`config.mk`:
```
export PLATFORM = sky130hd
export DESIGN_NAME = cshm_select_shift_mac_flat
export DESIGN_NICKNAME = d
export VERILOG_FILES = /design/src/rtl/cshm_select_shift_mac_pkg.sv /design/src/rtl/cshm_select_shift_mac_if.sv /design/src/rtl/cshm_select_shift_mac_precomputer.sv /design/src/rtl/cshm_select_shift_mac.sv /design/src/flat_wrapper.sv
export SDC_FILE = /design/constraint.sdc
export NUM_CORES = 1
export LEC_CHECK = 0
export BUFFER_PORTS_ARGS = -buffer_cell sky130_fd_sc_hd__buf_2
export CAP_MARGIN = 20
export CORE_MARGIN = 3
export CORE_UTILIZATION = 55
export CTS_CLUSTER_SIZE = 24
export DETAILED_ROUTE_END_ITERATION = 8
export PLACE_DENSITY = 0.74
export SLEW_MARGIN = 20
export SYNTH_ARGS = -nofsm -noshare
export SYNTH_HDL_FRONTEND = slang
export SYNTH_SLANG_ARGS = --single-unit
```
`constraint.sdc`:
```
create_clock -name clk -period 6.3 [get_ports clk]
set_clock_uncertainty 0.05 [all_clocks]
set_input_delay 1.575 -clock clk [delete_from_list [all_inputs] [get_ports clk]]
set_output_delay 1.575 -clock clk [all_outputs]
set_load 0.05 [all_outputs]
```
`src/rtl/cshm_select_shift_mac_pkg.sv`:
```
// Shared types and helpers for the CSHM select-and-shift multiplier.
package cshm_pkg;

   typedef enum logic [1:0] {
      IDLE    = 2'd0,
      PRECOMP = 2'd1,
      ACC     = 2'd2,
      DONE    = 2'd3
   } state_t;

   // Size of the odd-multiple alphabet x*{1,3,...,15}.
   localparam int ALPHA_N = 8;

   // A nibble pair is usable only when (2*sel+1) << sh still fits in a nibble.
   function automatic logic nib_valid(input logic [2:0] sel, input logic [2:0] sh);
      logic [7:0] v_mag;
      v_mag = {4'd0, sel, 1'b1} << sh;
      if (sh > 3'd3) begin
         return 1'b0;
      end else begin
         return (v_mag <= 8'd15);
      end
   endfunction

   // Accumulator/result width: sample + coefficient magnitude + sign headroom.
   function automatic int result_w(input int xw, input int nib);
      return xw + 4 * nib + 1;
   endfunction

endpackage

```
`src/rtl/cshm_select_shift_mac_if.sv`:
```
// Request/response bundle between the coefficient encoder side and the multiplier.
interface cshm_select_shift_mac_if #(
   parameter int XW  = 8,
   parameter int NIB = 2
);
   logic                   start;
   logic signed [XW-1:0]   x;
   logic [3*NIB-1:0]       coef_shift;
   logic [3*NIB-1:0]       coef_select;
   logic [NIB-1:0]         coef_zero;
   logic                   coef_sign;
   logic                   busy;
   logic                   done;
   logic signed [XW+4*NIB:0] result;
   logic                   err;

   modport master (
      output start, x, coef_shift, coef_select, coef_zero, coef_sign,
      input  busy, done, result, err
   );

   modport slave (
      input  start, x, coef_shift, coef_select, coef_zero, coef_sign,
      output busy, done, result, err
   );
endinterface

```
`src/rtl/cshm_select_shift_mac_precomputer.sv`:
```
// Combinational odd-multiple bank: o_alpha[k] = x*(2k+1), built from shifts and adds.
module cshm_precomputer
   import cshm_pkg::*;
#(
   parameter int XW = 8
) (
   input  logic signed [XW-1:0]             i_x,
   output logic [ALPHA_N-1:0][XW+3:0]       o_alpha
);
   localparam int AW = XW + 4;

   logic signed [AW-1:0] w_x1;
   logic signed [AW-1:0] w_x2;
   logic signed [AW-1:0] w_x4;
   logic signed [AW-1:0] w_x8;
   logic signed [AW-1:0] w_x16;

   assign w_x1  = {{4{i_x[XW-1]}}, i_x};
   assign w_x2  = w_x1 << 1;
   assign w_x4  = w_x1 << 2;
   assign w_x8  = w_x1 << 3;
   // x*16 may wrap transiently; x*15 = x*16 - x still lands in range modulo 2^AW.
   assign w_x16 = w_x1 << 4;

   // Form each odd multiple from the power-of-two partials.
   always_comb begin
      o_alpha[0] = w_x1;
      o_alpha[1] = w_x2 + w_x1;
      o_alpha[2] = w_x4 + w_x1;
      o_alpha[3] = w_x8 - w_x1;
      o_alpha[4] = w_x8 + w_x1;
      o_alpha[5] = w_x8 + w_x2 + w_x1;
      o_alpha[6] = w_x8 + w_x4 + w_x1;
      o_alpha[7] = w_x16 - w_x1;
   end
endmodule

```
`src/rtl/cshm_select_shift_mac.sv`:
```
// Sequential select-and-shift multiplier: one encoded coefficient nibble per cycle.
module cshm_select_shift_mac
   import cshm_pkg::*;
#(
   parameter int XW  = 8,
   parameter int NIB = 2
) (
   input logic                    clk,
   input logic                    reset,
   cshm_select_shift_mac_if.slave bus
);
   localparam int RW = result_w(XW, NIB);
   localparam int AW = XW + 4;
   localparam int IW = (NIB > 1) ? $clog2(NIB) : 1;
   localparam logic [IW-1:0] LAST_IDX = IW'(NIB - 1);

   state_t                       r_state;
   state_t                       w_next;
   logic signed [XW-1:0]         r_x;
   logic [3*NIB-1:0]             r_shift;
   logic [3*NIB-1:0]             r_sel;
   logic [NIB-1:0]               r_zero;
   logic                         r_sign;
   logic [ALPHA_N-1:0][AW-1:0]   r_alpha;
   logic [ALPHA_N-1:0][AW-1:0]   w_alpha;
   logic [IW-1:0]                r_idx;
   logic signed [RW-1:0]         r_acc;
   logic signed [RW-1:0]         r_result;
   logic                         r_busy;
   logic                         r_done;
   logic                         r_err;

   logic [2:0]                   w_sh;
   logic [2:0]                   w_sel;
   logic                         w_zero;
   logic                         w_bad;
   logic [AW-1:0]                w_alpha_sel;
   logic signed [RW-1:0]         w_term_ext;
   logic signed [RW-1:0]         w_term;

   cshm_precomputer #(.XW(XW)) u_precomp (
      .i_x     (r_x),
      .o_alpha (w_alpha)
   );

   assign bus.busy   = r_busy;
   assign bus.done   = r_done;
   assign bus.result = r_result;
   assign bus.err    = r_err;

   // Current nibble's term: selected odd multiple, shifted in-nibble then to nibble position.
   always_comb begin
      w_sh        = r_shift[3*int'(r_idx) +: 3];
      w_sel       = r_sel[3*int'(r_idx) +: 3];
      w_zero      = r_zero[r_idx];
      w_bad       = !w_zero && !nib_valid(w_sel, w_sh);
      w_alpha_sel = r_alpha[w_sel];
      w_term_ext  = {{(RW-AW){w_alpha_sel[AW-1]}}, w_alpha_sel};
      if (w_zero || w_bad) begin
         w_term = {RW{1'b0}};
      end else begin
         w_term = (w_term_ext << w_sh) << {r_idx, 2'b00};
      end
   end

   // FSM state register.
   always_ff @(posedge clk or posedge reset) begin
      if (reset) begin
         r_state <= IDLE;
      end else begin
         r_state <= w_next;
      end
   end

   // FSM next-state: one precompute cycle, NIB accumulate cycles, one finish cycle.
   always_comb begin
      w_next = r_state;
      case (r_state)
         IDLE: begin
            if (bus.start) begin
               w_next = PRECOMP;
            end else begin
               w_next = IDLE;
            end
         end
         PRECOMP: w_next = ACC;
         ACC: begin
            if (r_idx == LAST_IDX) begin
               w_next = DONE;
            end else begin
               w_next = ACC;
            end
         end
         DONE:    w_next = IDLE;
         default: w_next = IDLE;
      endcase
   end

   // Datapath: operand capture, alphabet bank, accumulation, sign fix-up and flags.
   always_ff @(posedge clk or posedge reset) begin
      if (reset) begin
         r_x      <= {XW{1'b0}};
         r_shift  <= {(3*NIB){1'b0}};
         r_sel    <= {(3*NIB){1'b0}};
         r_zero   <= {NIB{1'b0}};
         r_sign   <= 1'b0;
         r_alpha  <= '0;
         r_idx    <= {IW{1'b0}};
         r_acc    <= {RW{1'b0}};
         r_result <= {RW{1'b0}};
         r_busy   <= 1'b0;
         r_done   <= 1'b0;
         r_err    <= 1'b0;
      end else begin
         r_done <= 1'b0;
         case (r_state)
            IDLE: begin
               if (bus.start) begin
                  r_x     <= bus.x;
                  r_shift <= bus.coef_shift;
                  r_sel   <= bus.coef_select;
                  r_zero  <= bus.coef_zero;
                  r_sign  <= bus.coef_sign;
                  r_acc   <= {RW{1'b0}};
                  r_err   <= 1'b0;
                  r_idx   <= {IW{1'b0}};
                  r_busy  <= 1'b1;
               end
            end
            PRECOMP: begin
               r_alpha <= w_alpha;
               r_idx   <= {IW{1'b0}};
            end
            ACC: begin
               r_acc <= r_acc + w_term;
               r_idx <= r_idx + IW'(1);
               if (w_bad) begin
                  r_err <= 1'b1;
               end
            end
            DONE: begin
               r_result <= r_sign ? -r_acc : r_acc;
               r_done   <= 1'b1;
               r_busy   <= 1'b0;
            end
            default: begin
               r_busy <= 1'b0;
            end
         endcase
      end
   end
endmodule
```
`src/flat_wrapper.sv`:
```
// flat-port wrapper written by rule: the top's interface ports become plain ports
module cshm_select_shift_mac_flat import cshm_pkg::*;
#(
   parameter int XW  = 8,
   parameter int NIB = 2
)
  (clk, reset, bus_start, bus_x, bus_coef_shift, bus_coef_select, bus_coef_zero, bus_coef_sign, bus_busy, bus_done, bus_result, bus_err);
  cshm_select_shift_mac_if #(.XW(XW), .NIB(NIB)) bus_i ();
  input logic clk;
  input logic reset;
  input wire logic [$bits(bus_i.start)-1:0] bus_start;
  input wire logic [$bits(bus_i.x)-1:0] bus_x;
  input wire logic [$bits(bus_i.coef_shift)-1:0] bus_coef_shift;
  input wire logic [$bits(bus_i.coef_select)-1:0] bus_coef_select;
  input wire logic [$bits(bus_i.coef_zero)-1:0] bus_coef_zero;
  input wire logic [$bits(bus_i.coef_sign)-1:0] bus_coef_sign;
  output wire logic [$bits(bus_i.busy)-1:0] bus_busy;
  output wire logic [$bits(bus_i.done)-1:0] bus_done;
  output wire logic [$bits(bus_i.result)-1:0] bus_result;
  output wire logic [$bits(bus_i.err)-1:0] bus_err;
  assign bus_i.start = bus_start;
  assign bus_i.x = bus_x;
  assign bus_i.coef_shift = bus_coef_shift;
  assign bus_i.coef_select = bus_coef_select;
  assign bus_i.coef_zero = bus_coef_zero;
  assign bus_i.coef_sign = bus_coef_sign;
  assign bus_busy = bus_i.busy;
  assign bus_done = bus_i.done;
  assign bus_result = bus_i.result;
  assign bus_err = bus_i.err;
  cshm_select_shift_mac #(.XW(XW), .NIB(NIB)) u_core (.clk(clk), .reset(reset), .bus(bus_i));
endmodule
```
# Word level (Yosys, flattened, before mapping)
# Index checks and enable logic that the tools add are counted.
# Widths: inputs -> output; s select.
# word_totals
wordCells	79
output_inout_bits	20
register_bits	155
in_bits	26
# op_classes
eq_ne	5
muxes	19
n_mul	1
n_reduce_logical	13
add_sub_neg	12
n_shift	5
order_cmp	4
# op_table
operator	n
$shiftx 6x32->3	2
$mux 17	3
$bmux 12 s3	1
$pmux 17 s2	1
$shl 17x3->17	2
$add 12x8->12	2
$add 17x17->17	1
$neg 17->17	1
$add 11x10->12	1
$add 11x8->12	1
$add 11x9->12	1
$mux 12	1
$sub 11x8->12	1
$sub 12x8->12	1
$add 10x8->11	1
$add 9x8->10	1
$mux 1	9
$le 8x4->1 const B	1
$pmux 2 s4	1
$reduce_and 2->1	4
$shl 4x3->8	1
$eq 2x2->1 const B	2
$lt 3x4->1 const B	1
$pmux 1 s2	2
15 further kinds	17

# Depth between registers and ports, before layout
# logic_depth
ltp_word	11
depth_mapped	19
depth_no_buf	15

# Modules after synthesis
# Synthesis repeated with hierarchy kept, for this count alone.
# hier_totals
cells_unflattened	1047
area_unflattened_um2	10934.2
# by_module_without_submodules
module	n_inst	area_per_inst_um2	cells_each
cshm_select_shift_mac	1	8340.5	728
cshm_precomputer	1	2593.7	319

# Worst setup path before layout
# OpenSTA, ideal clock, no wires.
# synth_timing
path_kind	register to register
startpoint	register u_core.r_idx
endpoint	register u_core.r_acc[16]
path_stages_with_launch	19
arrival_time_ps	4153
required_time_ps	6126
setup_slack_ps	1973
period_less_slack_ps	4327
path_cell_list	dfrtp_1 > buf_6 > buf_6 > mux2_4 > buf_6 > mux2_4 > a22o_1 > a31o_1 > mux2_2 > mux2_4 > o221a_1 > ha_1 > a21oi_1 > nor2b_1 > o21ai_0 > nand2_1 > or4_1 > and4b_1 > a211o_1
# synth_via
elab_chain_len	11
word_cells_on_any_way	20
classes_between	1 x add/sub; 1 x mul; 2 x order compare; 5 x shift; 7 x mux; 4 x reduce/logical
# synth_lines
element	line	rtl
from (decl)	cshm_select_shift_mac.sv:26	logic [IW-1:0] r_idx;
from (signal assigned)	cshm_select_shift_mac.sv:108	r_idx <= {IW{1'b0}};
from (signal assigned)	cshm_select_shift_mac.sv:126	r_idx <= {IW{1'b0}};
from (signal assigned)	cshm_select_shift_mac.sv:132	r_idx <= {IW{1'b0}};
$mul 2x1->3	cshm_select_shift_mac.sv:53, cshm_select_shift_mac.sv:54	
$shiftx 6x32->3, on equally long branches	cshm_select_shift_mac.sv:54, cshm_select_shift_mac.sv:53	
$shl 4x3->8	cshm_select_shift_mac_pkg.sv:17	v_mag = {4'd0, sel, 1'b1} << sh;
$le 8x4->1	cshm_select_shift_mac_pkg.sv:21	return (v_mag <= 8'd15);
$mux 1	cshm_select_shift_mac_pkg.sv:18	if (sh > 3'd3) begin
$logic_not 1->1	cshm_select_shift_mac.sv:56	w_bad = !w_zero && !nib_valid(w_sel, w_sh);
$logic_and 1x1->1	cshm_select_shift_mac.sv:56	
$logic_or 1x1->1	cshm_select_shift_mac.sv:59	if (w_zero || w_bad) begin
$mux 17 (*)	cshm_select_shift_mac.sv:59	
$add 17x17->17 (*)	cshm_select_shift_mac.sv:135	r_acc <= r_acc + w_term;
$pmux 17 s2 (*)	cshm_select_shift_mac.sv:116	case (r_state)
to (signal assigned)	cshm_select_shift_mac.sv:109	r_acc <= {RW{1'b0}};
to (signal assigned)	cshm_select_shift_mac.sv:124	r_acc <= {RW{1'b0}};
to (signal assigned)	cshm_select_shift_mac.sv:135	
to (decl)	cshm_select_shift_mac.sv:27	logic signed [RW-1:0] r_acc;
# Mark *: on every way between the ends. The rest lies on a longest branch, timed or not. The select of a mux whose other input is x is not followed.
# A chain may end at the register's enable or synchronous reset.

# Worst setup path in the final report
# layout_timing
startpoint	register u_core.r_idx
endpoint	register u_core.r_acc[15]
# Same word-level chain as after synthesis.

==> results_dict.tcl <==
set metrics [dict create \
    cp.required_ns 6.55 \
    die_x_um 135 \
    avgSynthCellArea_um2 10.1 \
    setup.worst_path.class "reg -> reg" \
    yosys.area.top_type_share 0.361 \
    grt_usage 0.243 \
    fp.dieArea_um2 18100 \
    setup_viol_count_final 0 \
    fin_crit_ns 4.95 \
    postPlaceCellArea_um2 9480 \
    io_buffers 45 \
    first_pass_iters 5 \
    rsz0062_at_grt "no" \
    cts_resized 0 \
    route.detailed.drc 0 \
    ant_nets 0 \
    wl_per_cell_um 18.1 \
    cts-htree-levels 4 \
    routed_via_density 5.97 \
    nets 1043 \
    die_h_um 135 \
    routed_wl_um 21000 \
    use_met3 0.0421 \
    met1_usage 0.315 \
    r2r_setup_slack_ns 1.35 \
    antenna_found_initial 0 \
    crit_path_end "u_core.r_acc[15]$_DFFE_PP0P_" \
    tns_ns 0 \
    area_growth_pct 11.5 \
    worst_hold_path_type "reg -> reg" \
    dp_hpwl_um 15100 \
    clock-sinks 131 \
    setup.worst_path.end_class "flop" \
    grt.overflow.total 0 \
    first_iter_violations 526 \
    drive_above_1_share 0.185 \
    grt_pass1_vias 6967 \
    synth_edf_count 0 \
    status "finished clean" \
    yosys_warnings 0 \
    maxSlewViolCount 0 \
    tightest_slew_ns 0.981 \
    max_cap_viol_count 0 \
    r2r_cells 14 \
    grt_start_max_net_pins 92 \
    synth-main-ff-cell "dfrtp_1" \
    cts_root_buffer "clkbuf_16" \
    vias 6931 \
    syn-instance-count 898 \
    clk_path_buf_depth 2 \
    numCtsBuffers 17 \
    design.portCount 46 \
    fmax_mhz 202 \
    cts_setup_buffers 0 \
    cts_tree "built" \
    cp-startpoint "u_core.r_idx$_DFFE_PP0P_" \
    gr-max-usage-layer "met2" \
    cts_hold_buffers 0 \
    path_max_fanout 17 \
    cp.arrival_ns 5.20 \
    syn-num-nets 1009 \
    synth.cell_area_um2 9090 \
    clk_latency_ns 0.42 \
    r2r-start "u_core.r_idx$_DFFE_PP0P_" \
    stdcell_area_um2 10100 \
    hold_violations 0 \
    finalCritPeriodShare 0.786 \
    postSynthRegisterBits 131 \
    clk_pin_slew_ns 0.06 \
    yosysSeqAreaShare 0.361 \
    yosysTopAreaCell "dfrtp_1" \
    initial_utilization 0.566 \
    fill_cells 1285 \
    postSynth.asyncResetShare 1.00 \
    grt_pass1_wl_um 35200 \
    relSlewSlack 0.346 \
    synth.area.top_cells "dfrtp_1 (36%), ha_1 (9.4%), mux2_2 (8.5%)" \
    rows 46 \
    ys_types 66 \
    rr_endpoint "u_core.r_acc[15]$_DFFE_PP0P_" \
    core_area_um2 16100 \
    cp-start-kind "flop" \
    use_met2 0.420 \
    diodes 0 \
    gp_congestion 0.852 \
]
-- kinds of logic after synthesis --
group | count (synthesis) | synth area share
compound gates | 243 | 0.174
simple gates | 197 | 0.104
flops | 131 | 0.361
mux | 104 | 0.137
fa+ha+maj | 85 | 0.131
buf+inv | 79 | 0.0362
xor+xnor | 59 | 0.0568
-- how the worst min path moves through the flow --
stage / start / end / slack [ns] / depth (start not counted)
after global placement: u_core.r_alpha[42]$_DFFE_PP0N_ / u_core.r_alpha[42]$_DFFE_PP0N_ / 0.41 / 2
after detailed placement: u_core.r_alpha[92]$_DFFE_PP0N_ / u_core.r_alpha[92]$_DFFE_PP0N_ / 0.42 / 2
after global routing: u_core.r_alpha[44]$_DFFE_PP0N_ / u_core.r_alpha[44]$_DFFE_PP0N_ / 0.47 / 2
after CTS: u_core.r_alpha[92]$_DFFE_PP0N_ / u_core.r_alpha[92]$_DFFE_PP0N_ / 0.44 / 2
after floorplan: u_core.r_alpha[42]$_DFFE_PP0N_ / u_core.r_alpha[42]$_DFFE_PP0N_ / 0.40 / 2
final: u_core.r_alpha[44]$_DFFE_PP0N_ / u_core.r_alpha[44]$_DFFE_PP0N_ / 0.44 / 2
-- state kept, by name, indices dropped and copies added, names as in the netlist --
name               count
u_core.r_sign          1
u_core.bus.done        1
u_core.r_alpha        68
u_core.r_state         2
u_core.bus.result     17
u_core.r_idx           1
u_core.bus.err         1
u_core.r_acc          17
u_core.bus.busy        1
u_core.r_sel           6
u_core.r_zero          2
u_core.r_shift         6
u_core.r_x             8
-- per-layer routing --
layer,share of wire,wire length [um]
met4,0.017,348
met2,0.50,10400
met3,0.039,828
met1,0.45,9430
met5,0,0
-- layout make-up --
type	instances	area (um^2)	share of cell area
multi-input combinational	688	5490	0.542
sequential	131	3280	0.324
clock buffer	21	450	0.0445
timing repair buffer	53	285	0.0282
tap	216	270	0.0267
clock inverter	11	201	0.0199
inverter	41	159	0.0157
-- cells in the final DEF (no fill, tap or decap), drive strengths merged, types with 5 or more instances in the layout --
cell type | netlist | final
a32oi | 5 | 5
xor2 | 21 | 21
nor2b | 11 | 11
o21bai | 11 | 11
nand3 | 12 | 12
nand2b | 10 | 10
inv | 40 | 41
clkinv | 1 | 5
a211oi | 9 | 9
fa | 17 | 17
nor3 | 15 | 15
ha | 68 | 68
o21a | 11 | 11
mux2 | 72 | 72
nor4 | 5 | 5
a21o | 17 | 17
o21ai | 46 | 46
a21oi | 79 | 79
clkbuf | 26 | 21
a22o | 18 | 18
or3 | 6 | 6
nand2 | 45 | 45
nor2 | 69 | 69
buf | 12 | 53
xnor2 | 38 | 38
bufinv | 0 | 5
mux2i | 25 | 25
dfrtp | 131 | 131
o31ai | 11 | 11
mux4 | 7 | 7
-- critical path, stage by stage (launching register included) --
cell and delay, ns:
dfrtp_1 0.70, buf_4 0.32, mux2i_4 0.43, o21ai_0 0.28, a211oi_1 0.44, nand2b_1 0.26, nor3_1 0.39, ha_1 0.30
a21oi_1 0.16, o21ai_0 0.22, o211ai_1 0.28, nand3b_1 0.16, a31oi_1 0.40, o21ai_0 0.16, a211o_1 0.27
-- cell usage after synthesis, types with 4 or more instances --
master,n
dfrtp_1,131
a21oi_1,79
mux2_2,69
nor2_1,69
ha_1,68
o21ai_0,46
nand2_1,45
inv_1,40
xnor2_1,38
clkbuf_1,25
mux2i_1,23
xor2_1,21
a22o_1,18
a21o_1,17
fa_1,17
nor3_1,15
nand3_1,12
nor2b_1,11
o21a_1,11
o21bai_1,11
o31ai_1,11
nand2b_1,10
a211oi_1,9
mux4_2,7
or3_1,6
a32oi_1,5
nor4_1,5
and3_1,4
buf_1,4
buf_2,4
o211ai_1,4
o22ai_1,4
or4_1,4
-- metrics by stage --
stage,utilization,std cells,worst slack [ns],hold WS [ns]
2_1_floorplan,-,898,1.18,0.397
3_3_place_gp,0.590,1129,1.55,0.412
3_5_place_dp,0.590,1129,1.47,0.423
4_1_cts,0.631,1161,1.42,0.436
5_1_grt,0.631,1161,0.954,0.467
6_report,0.631,1161,1.35,0.439
Power is left out: the tool's default activity adds up to more than one toggle a clock period on the data nets, which glitch-free logic cannot reach.
